--- config.mk ---
export PLATFORM = sky130hd
export DESIGN_NAME = fetch_stage
export DESIGN_NICKNAME = d
export VERILOG_FILES = /design/src/rtl/fetch_stage_pkg.sv /design/src/rtl/fetch_align.sv /design/src/rtl/fetch_stage.sv
export VERILOG_INCLUDE_DIRS = /design/src /design/src/rtl
export SDC_FILE = /design/constraint.sdc
export NUM_CORES = 1
export LEC_CHECK = 0
export ABC_AREA = 1
export CAP_MARGIN = 20
export CORE_AREA = 10 10 222 224
export CTS_CLUSTER_DIAMETER = 120
export CTS_CLUSTER_SIZE = 25
export DETAILED_ROUTE_END_ITERATION = 16
export DIE_AREA = 0 0 232 234
export PLACE_DENSITY_LB_ADDON = 0.12
export REMOVE_ABC_BUFFERS = 1
export SLEW_MARGIN = 20
export SYNTH_ARGS = -nofsm -noshare
export SYNTH_HDL_FRONTEND = slang
export SYNTH_SLANG_ARGS = --single-unit
export TNS_END_PERCENT = 50
--- constraint.sdc ---
create_clock -name clock -period 16 [get_ports clock]
set_clock_uncertainty 0.1 [all_clocks]
set_input_delay 2.4 -clock clock [delete_from_list [all_inputs] [get_ports clock]]
set_output_delay 2.4 -clock clock [all_outputs]
set_load 0.01 [all_outputs]
--- src/rtl/sys_defs.svh ---
// Shared fetch types: the packet handed to the instruction buffer and the fetch FSM states.
`ifndef SYS_DEFS_SVH
`define SYS_DEFS_SVH
package sys_defs;
    typedef struct packed {
        logic [31:0] inst;
        logic [31:0] PC;
        logic [31:0] NPC;
        logic        valid;
    } FETCH_PACKET;

    typedef enum logic [1:0] {
        FS_REQ     = 2'd0,
        FS_WAIT    = 2'd1,
        FS_DELIVER = 2'd2,
        FS_DRAIN   = 2'd3
    } FETCH_STATE;
endpackage
`endif

--- src/rtl/fetch_stage_pkg.sv ---
// Fetch-stage package: pulls in the shared packet/state types and fetch-wide constants.
`include "sys_defs.svh"

package fetch_stage_pkg;
    localparam int INST_BYTES = 4;
endpackage

--- src/rtl/fetch_align.sv ---
// Lane formation: slices the held line from the PC offset and packs up to
// min(remaining, slots) consecutive instructions into lanes 0..num-1.
module fetch_align
    import sys_defs::*;
    import fetch_stage_pkg::*;
#(
    parameter int PUSH_WIDTH = 4,
    localparam int OW = $clog2(PUSH_WIDTH),
    localparam int CW = $clog2(PUSH_WIDTH + 1)
) (
    input  logic [PUSH_WIDTH-1:0][31:0] i_line,
    input  logic [OW-1:0]               i_offset,
    input  logic [31:0]                 i_pc,
    input  logic [CW-1:0]               i_slots,
    output FETCH_PACKET [PUSH_WIDTH-1:0] o_pkts,
    output logic [CW-1:0]               o_num,
    output logic                        o_last
);
    logic [CW-1:0] w_remaining;

    assign w_remaining = CW'(PUSH_WIDTH) - CW'(i_offset);
    assign o_num       = (i_slots < w_remaining) ? i_slots : w_remaining;
    assign o_last      = (o_num == w_remaining);

    for (genvar i = 0; i < PUSH_WIDTH; i++) begin : g_lane
        logic [OW-1:0] w_idx;
        FETCH_PACKET   w_pkt;

        // Wraps modulo the line, but only lanes below o_num are ever enabled.
        assign w_idx = i_offset + OW'(i);

        always_comb begin
            w_pkt = '0;
            if (CW'(i) < o_num) begin
                w_pkt.inst  = i_line[w_idx];
                w_pkt.PC    = i_pc + 32'(INST_BYTES * i);
                w_pkt.NPC   = i_pc + 32'(INST_BYTES * (i + 1));
                w_pkt.valid = 1'b1;
            end
        end

        assign o_pkts[i] = w_pkt;
    end
endmodule

--- src/rtl/fetch_stage.sv ---
// Fetch stage: one-outstanding icache requester feeding the instruction buffer.
// Define FETCH_PERF_EN to add the perf_fetched / perf_stall_cycles counters.
module fetch_stage
    import sys_defs::*;
    import fetch_stage_pkg::*;
#(
    parameter int          PUSH_WIDTH = 4,
    parameter logic [31:0] RESET_PC   = 32'h0,
    localparam int OW  = $clog2(PUSH_WIDTH),
    localparam int CW  = $clog2(PUSH_WIDTH + 1),
    localparam int LSB = OW + 2
) (
    input  logic                        clock,
    input  logic                        reset,
    input  logic                        redirect,
    input  logic [31:0]                 redirect_pc,
    output logic                        ic_req_valid,
    output logic [31:0]                 ic_req_addr,
    input  logic                        ic_req_ready,
    input  logic                        ic_resp_valid,
    input  logic [32*PUSH_WIDTH-1:0]    ic_resp_data,
    input  logic [CW-1:0]               available_slots,
    output logic [CW-1:0]               num_pushes,
    output FETCH_PACKET [PUSH_WIDTH-1:0] new_ib_entry
`ifdef FETCH_PERF_EN
    ,
    output logic [31:0]                 perf_fetched,
    output logic [31:0]                 perf_stall_cycles
`endif
);
    FETCH_STATE                  r_state, w_state_nxt;
    logic [31:0]                 r_pc, w_pc_nxt;
    logic [PUSH_WIDTH-1:0][31:0] r_line;
    logic                        w_line_ld;
    logic                        w_push_en;

    FETCH_PACKET [PUSH_WIDTH-1:0] w_pkts;
    logic [CW-1:0]               w_num;
    logic                        w_last;

    fetch_align #(.PUSH_WIDTH(PUSH_WIDTH)) u_align (
        .i_line   (r_line),
        .i_offset (r_pc[LSB-1:2]),
        .i_pc     (r_pc),
        .i_slots  (available_slots),
        .o_pkts   (w_pkts),
        .o_num    (w_num),
        .o_last   (w_last)
    );

    // Redirect squashes any push in the same cycle it flushes the buffer.
    assign w_push_en    = (r_state == FS_DELIVER) && !redirect;
    assign num_pushes   = w_push_en ? w_num  : '0;
    assign new_ib_entry = w_push_en ? w_pkts : '0;
    assign ic_req_valid = (r_state == FS_REQ);
    assign ic_req_addr  = {r_pc[31:LSB], LSB'(0)};

    always_comb begin
        w_state_nxt = r_state;
        w_pc_nxt    = r_pc;
        w_line_ld   = 1'b0;
        if (redirect) begin
            w_pc_nxt = redirect_pc;
            case (r_state)
                FS_REQ:     w_state_nxt = ic_req_ready  ? FS_DRAIN : FS_REQ;
                FS_WAIT:    w_state_nxt = ic_resp_valid ? FS_REQ   : FS_DRAIN;
                FS_DELIVER: w_state_nxt = FS_REQ;
                FS_DRAIN:   w_state_nxt = ic_resp_valid ? FS_REQ   : FS_DRAIN;
                default:    w_state_nxt = FS_REQ;
            endcase
        end else begin
            case (r_state)
                FS_REQ:  if (ic_req_ready) w_state_nxt = FS_WAIT;
                FS_WAIT: if (ic_resp_valid) begin
                    w_line_ld   = 1'b1;
                    w_state_nxt = FS_DELIVER;
                end
                FS_DELIVER: begin
                    w_pc_nxt = r_pc + (32'(w_num) << 2);
                    if (w_last) w_state_nxt = FS_REQ;
                end
                FS_DRAIN: if (ic_resp_valid) w_state_nxt = FS_REQ;
                default:  w_state_nxt = FS_REQ;
            endcase
        end
    end

    always_ff @(posedge clock or posedge reset) begin
        if (reset) begin
            r_state <= FS_REQ;
            r_pc    <= RESET_PC;
            r_line  <= '0;
        end else begin
            r_state <= w_state_nxt;
            r_pc    <= w_pc_nxt;
            if (w_line_ld) r_line <= ic_resp_data;
        end
    end

`ifdef FETCH_PERF_EN
    logic [31:0] r_perf_fetched;
    logic [31:0] r_perf_stall;

    always_ff @(posedge clock or posedge reset) begin
        if (reset) begin
            r_perf_fetched <= '0;
            r_perf_stall   <= '0;
        end else begin
            r_perf_fetched <= r_perf_fetched + 32'(num_pushes);
            if (r_state == FS_DELIVER && available_slots == '0)
                r_perf_stall <= r_perf_stall + 32'd1;
        end
    end

    assign perf_fetched      = r_perf_fetched;
    assign perf_stall_cycles = r_perf_stall;
`endif
endmodule

==> results.txt, run 1 <==
GPL Wtd Cong - 0.910
Initial antenna violation count - 19
CP max-delay cell - buf_4
CP top delay family - buffers and inverters
Pins Over Slew Limit - 0
Wire per inst - 20.6 um
Routed WL - 69.2 mm
Worst-margin pin slew - 1.05 ns
CTS clk-pin slew, worst paths - 0.07 ns
Antenna-violating nets left - 0
Setup crit end kind - output port
Internal cell power - 1.38 mW
Layout Area Growth over Synthesis - 44.8%
Worst skew pair latency - 0.46 ns
Relative slew slack - 29.9%
Count of final setup violators - 0
Most frequent cells in the layout - 586 x clkdlybuf4s50_1, 491 x nor2_1, 437 x nand2_1, 275 x o21ai_0, 262 x inv_1
Initial core utilization - 31.4%
Chip Width - 232 um
Ports - 592
Crit path top cell by count - nand2_1
Critical path buffers and inverters - 5
Seq pwr share - 26.5%
Endpoints failing hold - 0
Die area - 54,300 um2
DRC Markers - 0
Crit path DAT - 6.10 ns
Share of layout cells above drive strength 1 - 5.12%
VDD IR max - 143 uV
CTS tree - yes
Final min period - 8.60 ns
HP Class - reg2reg
Pwr Density - 136 nW/um2
Max FO, Critical Path - 60
Vias/cell - 4.87
Root Driver - clkbuf_16
LEAKAGE - 9.06 nW
Sum of negative setup slack - 0 ns
Largest net degree at the start of global routing - 112
H-tree depth - 4
Crit Path Category - in2out
Die Ht - 234 um
Number of clock buffers inserted by TritonCTS - 17
Post-CTS Setup Inserts - 0
Placement Rows - 78
Ys Warns - 0
Commonest non-fill, non-tap cell in the layout - clkdlybuf4s50_1
All-Layer GR Usage - 24.3%
Max-cap check violation count - 0
Part of the power in the clock network - 15.1%
Port Buffers - 587
RSZ-0062 raised after global routing - false
Worst hold slack - 0.428 ns
Drt first pass iters - 7
First-pass GRT wire length - 100 mm
Mapped Avg Cell Area - 6.11 um2
Switching Fraction - 50.1%
Area contributors post-synth - dfrtp_1 29%, nor2_1 13%, nand2_1 12%
Pwr Total - 2.77 mW
Synth Register Bits - 162
Vias in the first global route - 15,734
Max clock buf depth - 2
WP data required - 13.50 ns
DP Wirelength - 52.7 mm
Status - finished clean
Max stage delay on crit path - 0.79 ns
Power share of the combinational group - 58.4%
Sequential area share after synthesis - 28.8%
Placed cell count - 3,319
Cells after synthesis - 2,306
CTS resizes - 0
Cell taking the most area after synthesis - dfrtp_1
First DRT Iteration DRCs - 1,012
Final instance area - 20,400 um2
Global route overflow - 0
Achievable Freq - 116 MHz
Via count - 16,386
Critical Path Start Type - primary input
Nets - 2,922
Core footprint - 44,900 um2
Cts hold-fix bufs - 0
Synth cell types - 42
Period Utilization, post-route - 53.7%
Num Clock Sinks - 162
Dpl cell area - 19,800 um2
Top-area cell type share of the netlist area - 28.8%
Mapped cell area - 14,100 um2
Crit path cell chain - clkdlybuf4s50_1, inv_1, ha_1, nand2_1, clkinv_1, nand2_1, nand2_2, nand2_1, o21ai_2, nor2_2, nor2_4, nor2_4, buf_4, nor2_1, clkdlybuf4s50_1
Fin cells - 3,362
P_sw - 1.39 mW
[registers in the layout, summed over array words and instances (netlist names)]
| signal | count |
|---|---|
| r_state | 2 |
| r_pc | 32 |
| r_line | 128 |
[cell type report]
cell class / count / area (um2)
inverter: 285 / 1080
timing repair buffer: 607 / 6050
multi-input combinational: 1667 / 7870
tap: 600 / 751
sequential: 162 / 4060
antenna: 9 / 22.5
fill: 4806 / 24500
clock inverter: 14 / 126
clock buffer: 18 / 439
[logic make-up (layout without fill, tap and decap cells)]
logic type	Yosys count	after routing	synth area share, %
buf+inv	480	924	15.6
mux	2	2	0.160
simple gates	1066	1066	30.6
compound gates	493	493	18.0
xor+xnor	88	88	5.47
fa+ha+maj	14	14	1.30
flops	162	162	28.8
other cells	1	13	0.0266
[final timing paths]
check	from	endpoint	slack, ns	cells past startpoint
setup / recovery	available_slots[2]	new_ib_entry[82]	7.40	15
hold / removal	r_line[95]	r_line[95]	0.43	2
setup reg to reg	r_pc[2]	r_pc[28]	10.80	23
hold reg to reg	r_line[95]	r_line[95]	0.43	2
max in group asynchronous	reset	r_pc[2]	12.22	3
min in group asynchronous	reset	r_line[7]	2.26	2
[Yosys cell counts (all sizes together)]
cell type and number:
mux2 2, nand2 444, nand4 10, dfrtp 162, a211oi 1, o31ai 2, o221ai 1, o21bai 2
nor3 21, and2 1, nor2 539, a31oi 2, xor2 87, clkbuf 60, a22oi 2, conb 1
ha 13, clkinv 4, o21a 5, a21oi 187, xnor2 1, nor4 1, inv 281, fa 1
o211ai 7, o21ai 283, nand3 50, buf 135, o22ai 1
[stage by stage]
stage                     setup WS, ns  util, %
after CTS                         7.01     45.3
after floorplan                   3.41        -
after global placement            7.12     44.0
after global routing              7.14     45.4
after detailed placement          7.03     44.0
final                             7.40     45.4
[layer usage]
metal | GRT usage (%) | wire (um) | up-vias | share of wire (%)
met2 | 42.1 | 34000 | 554 | 49
met3 | 7.32 | 5690 | 95 | 8.2
met5 | 0 | 110 | - | 0.16
met4 | 7.88 | 1690 | 18 | 2.4
met1 | 28.3 | 27700 | 7737 | 40
li1 | - | - | 7982 | -
[worst reg2reg max path: stages (launching register included)]
cell and delay, ns:
dfrtp_4 0.82, inv_2 0.30, ha_2 0.39, buf_4 0.60, inv_2 0.09, ha_1 0.29
nand2_1 0.06, clkinv_1 0.06, nand2_1 0.10, nand2_2 0.09, o21ai_2 0.25, ha_1 0.23
inv_1 0.06, fa_1 0.41, inv_1 0.07, nand2_1 0.06, nand2_1 0.06, nand2_1 0.17
nor2_1 0.30, nand2_1 0.18, inv_1 0.13, nand3_1 0.08, nand3_1 0.10, nand3_1 0.07
[power groups by stage]
| stage | Clock [mW] | Combinational, mW | Sequential [mW] |
|---|---|---|---|
| floorplan | 0 | 0.935 | 0.740 |
| global placement | 0 | 1.61 | 0.731 |
| detailed placement | 0 | 1.62 | 0.739 |
| CTS | 0.427 | 1.63 | 0.733 |
| global route | 0.442 | 1.81 | 0.760 |
| finish | 0.417 | 1.62 | 0.733 |
(Power assumes the default switching activity.)
==> run 2: changes to the inputs <==
CORE_AREA = 10 10 223 225   (was 10 10 222 224)
DIE_AREA = 0 0 233 235   (was 0 0 232 234)
clock period = 7 ns   (was 16 ns; I/O delays follow)
==> run 2 against run 1 <==
- sequential power is 130% higher
- flip-flop and latch count stayed put
- critical path depth is 1 higher
- largest power group unchanged
- non-clock buffer count is 1 lower
- combinational power is 130% higher
- via count is 0.21% higher
- setup slack worse by 6.4 ns
- design area hardly changed
- cell count is 0.24% lower
- die area is 0.86% higher
==> results.txt, run 2 (synthesis gave the netlist of run 1 again) <==
Status - finished clean
Ports - 592
LEAKAGE - 9.08 nW
VDD IR max - 209 uV
Critical path buffers and inverters - 5
Cts hold-fix bufs - 0
Max FO, Critical Path - 59
Internal cell power - 3.21 mW
Nets - 2,921
Num Clock Sinks - 162
DRC Markers - 0
Pwr Density - 313 nW/um2
Commonest non-fill, non-tap cell in the layout - clkdlybuf4s50_1
Period Utilization, post-route - 85.1%
Crit path DAT - 4.81 ns
Part of the power in the clock network - 15.6%
Root Driver - clkbuf_16
Die Ht - 235 um
Global route overflow - 0
CTS tree - yes
Via count - 16,420
Power share of the combinational group - 58.2%
Antenna-violating nets left - 0
Vias/cell - 4.90
Layout Area Growth over Synthesis - 44.9%
All-Layer GR Usage - 24.3%
First DRT Iteration DRCs - 1,216
Fillers - 4,820
First-pass GRT wire length - 102 mm
CTS clk-pin slew, worst paths - 0.07 ns
CTS resizes - 0
RSZ-0062 raised after global routing - false
Pwr Total - 6.39 mW
Chip Width - 233 um
DP Wirelength - 52.7 mm
Seq pwr share - 26.2%
CP max-delay cell - nor2_4
Pins Over Slew Limit - 0
Crit path cell chain - inv_2, ha_2, inv_2, ha_1, nand2_1, clkinv_1, nand2_1, nand2_2, nand2_1, o21ai_2, nor2_2, nor2_4, nor2_4, buf_4, nor2_1, clkdlybuf4s50_1
Switching Fraction - 49.7%
Largest regs - r_line (128), r_pc (32), r_state (2)
WP data required - 5.85 ns
Placement Rows - 78
Worst hold slack - 0.426 ns
Relative slew slack - 26.3%
Worst-margin pin slew - 1.10 ns
Area taken by multi-input logic gates - 7870 um2
Reg area - 4060 um2
Most frequent cells in the layout - 586 x clkdlybuf4s50_1, 491 x nor2_1, 437 x nand2_1, 275 x o21ai_0, 262 x inv_1
Final instance area - 20,400 um2
Initial antenna violation count - 9
Max clock buf depth - 2
Largest net degree at the start of global routing - 123
Post-CTS Setup Inserts - 0
Vias in the first global route - 15,900
Fin util - 45.3%
Routed WL - 69.6 mm
CP top delay family - simple AND/OR/NAND/NOR gates
Largest register FFs - 128
H-tree depth - 4
Initial core utilization - 31.2%
Final min period - 5.96 ns
Setup crit end kind - output port
HP Class - reg2reg
Dpl cell area - 19,800 um2
Number of clock buffers inserted by TritonCTS - 17
Core footprint - 45,100 um2
Die area - 54,800 um2
GPL Wtd Cong - 0.909
Crit path top cell by count - nand2_1
Achievable Freq - 168 MHz
Max stage delay on crit path - 0.84 ns
Port Buffers - 587
Endpoints failing hold - 0
P_sw - 3.18 mW
Share of layout cells above drive strength 1 - 4.98%
Most flops, register - r_line
Critical Path Start Type - register
Count of final setup violators - 0
Wire per inst - 20.7 um
Max-cap check violation count - 0
Drt first pass iters - 7
Crit Path Category - reg2out
Worst skew pair latency - 0.44 ns
run 2: cell count changes in the layout (fill, tap and decap cells not counted), sizes merged:
cell	previous run	this run
diode	9	2
clkbuf	18	23
clkinvlp	4	1
clkinv	8	6
buf	21	20
bufinv	1	2
inv	286	285
run 2: cell type report:
cell class                      count  share of cell area [%]
Inverter                          285                    5.29
Tap cell                          600                    3.68
Antenna cell                        2                  0.0245
Multi-Input combinational cell   1667                    38.5
Sequential cell                   162                    19.9
Timing Repair Buffer              606                    29.7
Clock inverter                      9                   0.582
Clock buffer                       23                    2.34
run 2: worst register-to-register path, delay by kind of cell (launching register included):
| family | cells | cell delay (ns) |
|---|---|---|
| compound gates | 1 | 0.24 |
| fa+ha+maj | 4 | 1.28 |
| simple gates | 11 | 1.23 |
| flops | 1 | 0.81 |
| buf+inv | 6 | 0.62 |
run 2: power by group through the flow:
stage | clock network (mW) | registers (mW) | logic (mW)
2_1_floorplan | 0 | 1.69 | 2.14
3_3_place_gp | 0 | 1.66 | 3.71
3_5_place_dp | 0 | 1.68 | 3.75
4_1_cts | 1.02 | 1.67 | 3.76
5_1_grt | 1.06 | 1.73 | 4.18
6_report | 0.997 | 1.67 | 3.72
run 2: per-stage QoR:
| step | TNS [ns] | worst slack [ns] | cells |
|---|---|---|---|
| 2_1_floorplan | -1081.21 | -4.24 | 2114 |
| 3_3_place_gp | 0 | 1.25 | 3320 |
| 3_5_place_dp | 0 | 1.28 | 3320 |
| 4_1_cts | 0 | 0.948 | 3352 |
| 5_1_grt | 0 | 0.668 | 3353 |
| 6_report | 0 | 1.04 | 3354 |
run 2: worst paths after layout:
kind                            startpoint               end  slack [ns]  cells past startpoint
worst min-delay path            r_line[95]        r_line[95]        0.43                      2
worst min register to register  r_line[95]        r_line[95]        0.43                      2
max in group asynchronous            reset         r_line[5]        4.74                      3
worst max-delay path               r_pc[2]  new_ib_entry[27]        1.04                     16
worst max register to register     r_pc[2]          r_pc[20]        2.59                     22
min in group asynchronous            reset          r_pc[31]        1.00                      2
run 2: layer usage:
layer  vias up  GRT usage [%]  wire length [um]  part of all wire, %
met5         -              0                78                 0.11
met4        12           5.59              1300                  1.9
met3        66           6.95              5670                  8.2
met2       586           43.3             35000                   50
met1      7794           28.1             27600                   40
li1       7962              -                 -                    -
==> run 3: changes to the inputs <==
CORE_AREA = 2 2 228 230   (was 10 10 223 225)
DIE_AREA = 0 0 230 232   (was 0 0 233 235)
RECOVER_POWER = 100   (was not set)
==> run 3 against run 2 <==
- the flow now finishes with violations (max-capacitance violations, max-slew violations)
- via count shrank 0.95%
- critical path depth decreased by 2
- hold slack better by 0.0019 ns
- first-iteration DRC count is 11% lower
- flip-flop and latch count stayed put
- global-route usage grew 0.18 points
- clock power is 5.9% lower
- power down 1.9%
==> results.txt, run 3 (synthesis gave the netlist of run 1 again) <==
CTS resizes - 0
Wire per inst - 19.4 um
Pwr Total - 6.27 mW
Internal cell power - 3.05 mW
CTS clk-pin slew, worst paths - 0.07 ns
Worst hold slack - 0.428 ns
Seq pwr share - 27.5%
Routed WL - 66.5 mm
HP Class - reg2reg
Status - finished with violations
Count of final setup violators - 0
Via count - 16,264
Root Driver - clkbuf_16
Worst setup path start - r_pc[3]
Part of the power in the clock network - 15.0%
DP Wirelength - 48.8 mm
Max stage delay on crit path - 0.95 ns
Die Ht - 232 um
Achievable Freq - 161 MHz
Fin cells - 3,435
Setup crit end kind - output port
Fin util - 40.2%
Most flops, register - r_line
Commonest non-fill, non-tap cell in the layout - nor2_1
Hold Startpoint - r_line[70]
RSZ-0062 raised after global routing - false
Largest net degree at the start of global routing - 264
Max FO, Critical Path - 71
All-Layer GR Usage - 24.5%
Relative slew slack - -159%
H-tree depth - 4
Crit path top cell by count - nand2_1
Worst skew pair latency - 0.49 ns
VDD IR max - 261 uV
Max clock buf depth - 2
Vias/cell - 4.73
Switching Fraction - 51.3%
Placed cell count - 3,397
Largest register FFs - 128
Vias in the first global route - 15,927
Reg2reg setup slack - 1.36 ns
Post-CTS Setup Inserts - 0
Number of clock buffers inserted by TritonCTS - 17
Hold Crit Depth - 2
Initial antenna violation count - 11
Cts hold-fix bufs - 0
Failing checks - max-capacitance violations, max-slew violations
Final min period - 6.23 ns
Core footprint - 50,900 um2
Setup WS pre-CTS - 1.24 ns
Antenna-violating nets left - 0
Port Buffers - 587
Most frequent cells in the layout - 493 x nor2_1, 438 x nand2_1, 347 x dlygate4sd3_1, 278 x o21ai_0, 263 x inv_1
Min setup slack post-route - 0.775 ns
DRC Markers - 0
CTS tree - yes
Sum of negative setup slack - 0 ns
Final instance area - 20,400 um2
Crit Path Category - reg2out
Global route overflow - 0
Power share of the combinational group - 57.5%
Die area - 53,400 um2
Largest regs - r_line (128), r_pc (32), r_state (2)
Critical Path Start Type - register
WP data required - 5.85 ns
First DRT Iteration DRCs - 1,079
Period Utilization, post-route - 88.9%
Endpoints failing hold - 0
First-pass GRT wire length - 99.1 mm
Crit path cell chain - clkinvlp_2, ha_2, ha_1, nand2_1, clkinv_1, nand2_1, nand2_1, o21ai_0, inv_2, nor2_1, nor2_4, buf_4, nor2_1, dlygate4sd3_1
Share of layout cells above drive strength 1 - 4.65%
RR Endpoint - r_line[90]
Nets - 2,920
Num Clock Sinks - 162
Worst-margin pin slew - 3.87 ns
Chip Width - 230 um
Drt first pass iters - 5
CP max-delay cell - dfrtp_4
Dpl cell area - 19,900 um2
Placement Rows - 83
Worst Hold End - r_line[70]
LEAKAGE - 10.2 nW
P_sw - 3.22 mW
GPL Wtd Cong - 0.899
Max-cap check violation count - 5
Layout Area Growth over Synthesis - 45.2%
FF-to-FF Start - r_state[0]
Pwr Density - 307 nW/um2
Ports - 592
Crit path DAT - 5.08 ns
Initial core utilization - 27.7%
Pins Over Slew Limit - 434
Worst Reg-to-Reg Cells - 4
[run 3: cell types whose count changed in the layout (fill, tap and decap cells not counted), sizes merged, moves of 4 or more]
cell,delta
clkdlybuf4s50,-347
dlygate4sd3,+347
clkinvlp,+4
buf,-9
[run 3: critical path, delay by kind of cell (launching register included)]
family,cells,cell delay (ns)
and+or+nand+nor,6,1.00
DFF,1,0.95
buffers and inverters,5,1.42
AOI/OAI and AO/OA,1,0.51
adders and majority gates,2,0.68
[run 3: worst max-delay path by stage]
stage,to,slack (ns),cells past startpoint
after floorplan,new_ib_entry[195],-4.24,14
after global placement,new_ib_entry[230],1.31,15
after detailed placement,new_ib_entry[194],1.24,15
after CTS,new_ib_entry[198],0.83,15
after global routing,new_ib_entry[159],0.37,16
final,new_ib_entry[77],0.77,14
[run 3: area by class of cell]
| type | count | area, um2 |
|---|---|---|
| tap | 680 | 851 |
| inverter | 285 | 1070 |
| antenna | 5 | 12.5 |
| fill | 5520 | 30400 |
| timing repair buffer | 605 | 6060 |
| clock buffer | 18 | 439 |
| clock inverter | 13 | 104 |
| multi-input combinational | 1667 | 7840 |
| sequential | 162 | 4060 |
[run 3: power by group through the flow]
stage / Clock, mW / Combinational (mW) / Sequential [mW]
after floorplan: 0 / 2.14 / 1.69
after global placement: 0 / 3.70 / 1.72
after detailed placement: 0 / 3.72 / 1.74
after CTS: 0.974 / 3.74 / 1.72
after global routing: 1.00 / 4.07 / 1.78
final: 0.938 / 3.61 / 1.72
[run 3: metal layers]
metal  wire, um  up-vias  GRT usage, %
met5         53        -             0
met4       1640        8          8.15
met3       4290       88          6.37
met2      32700      543          42.4
met1      27800     7650          29.5
li1           -     7975             -
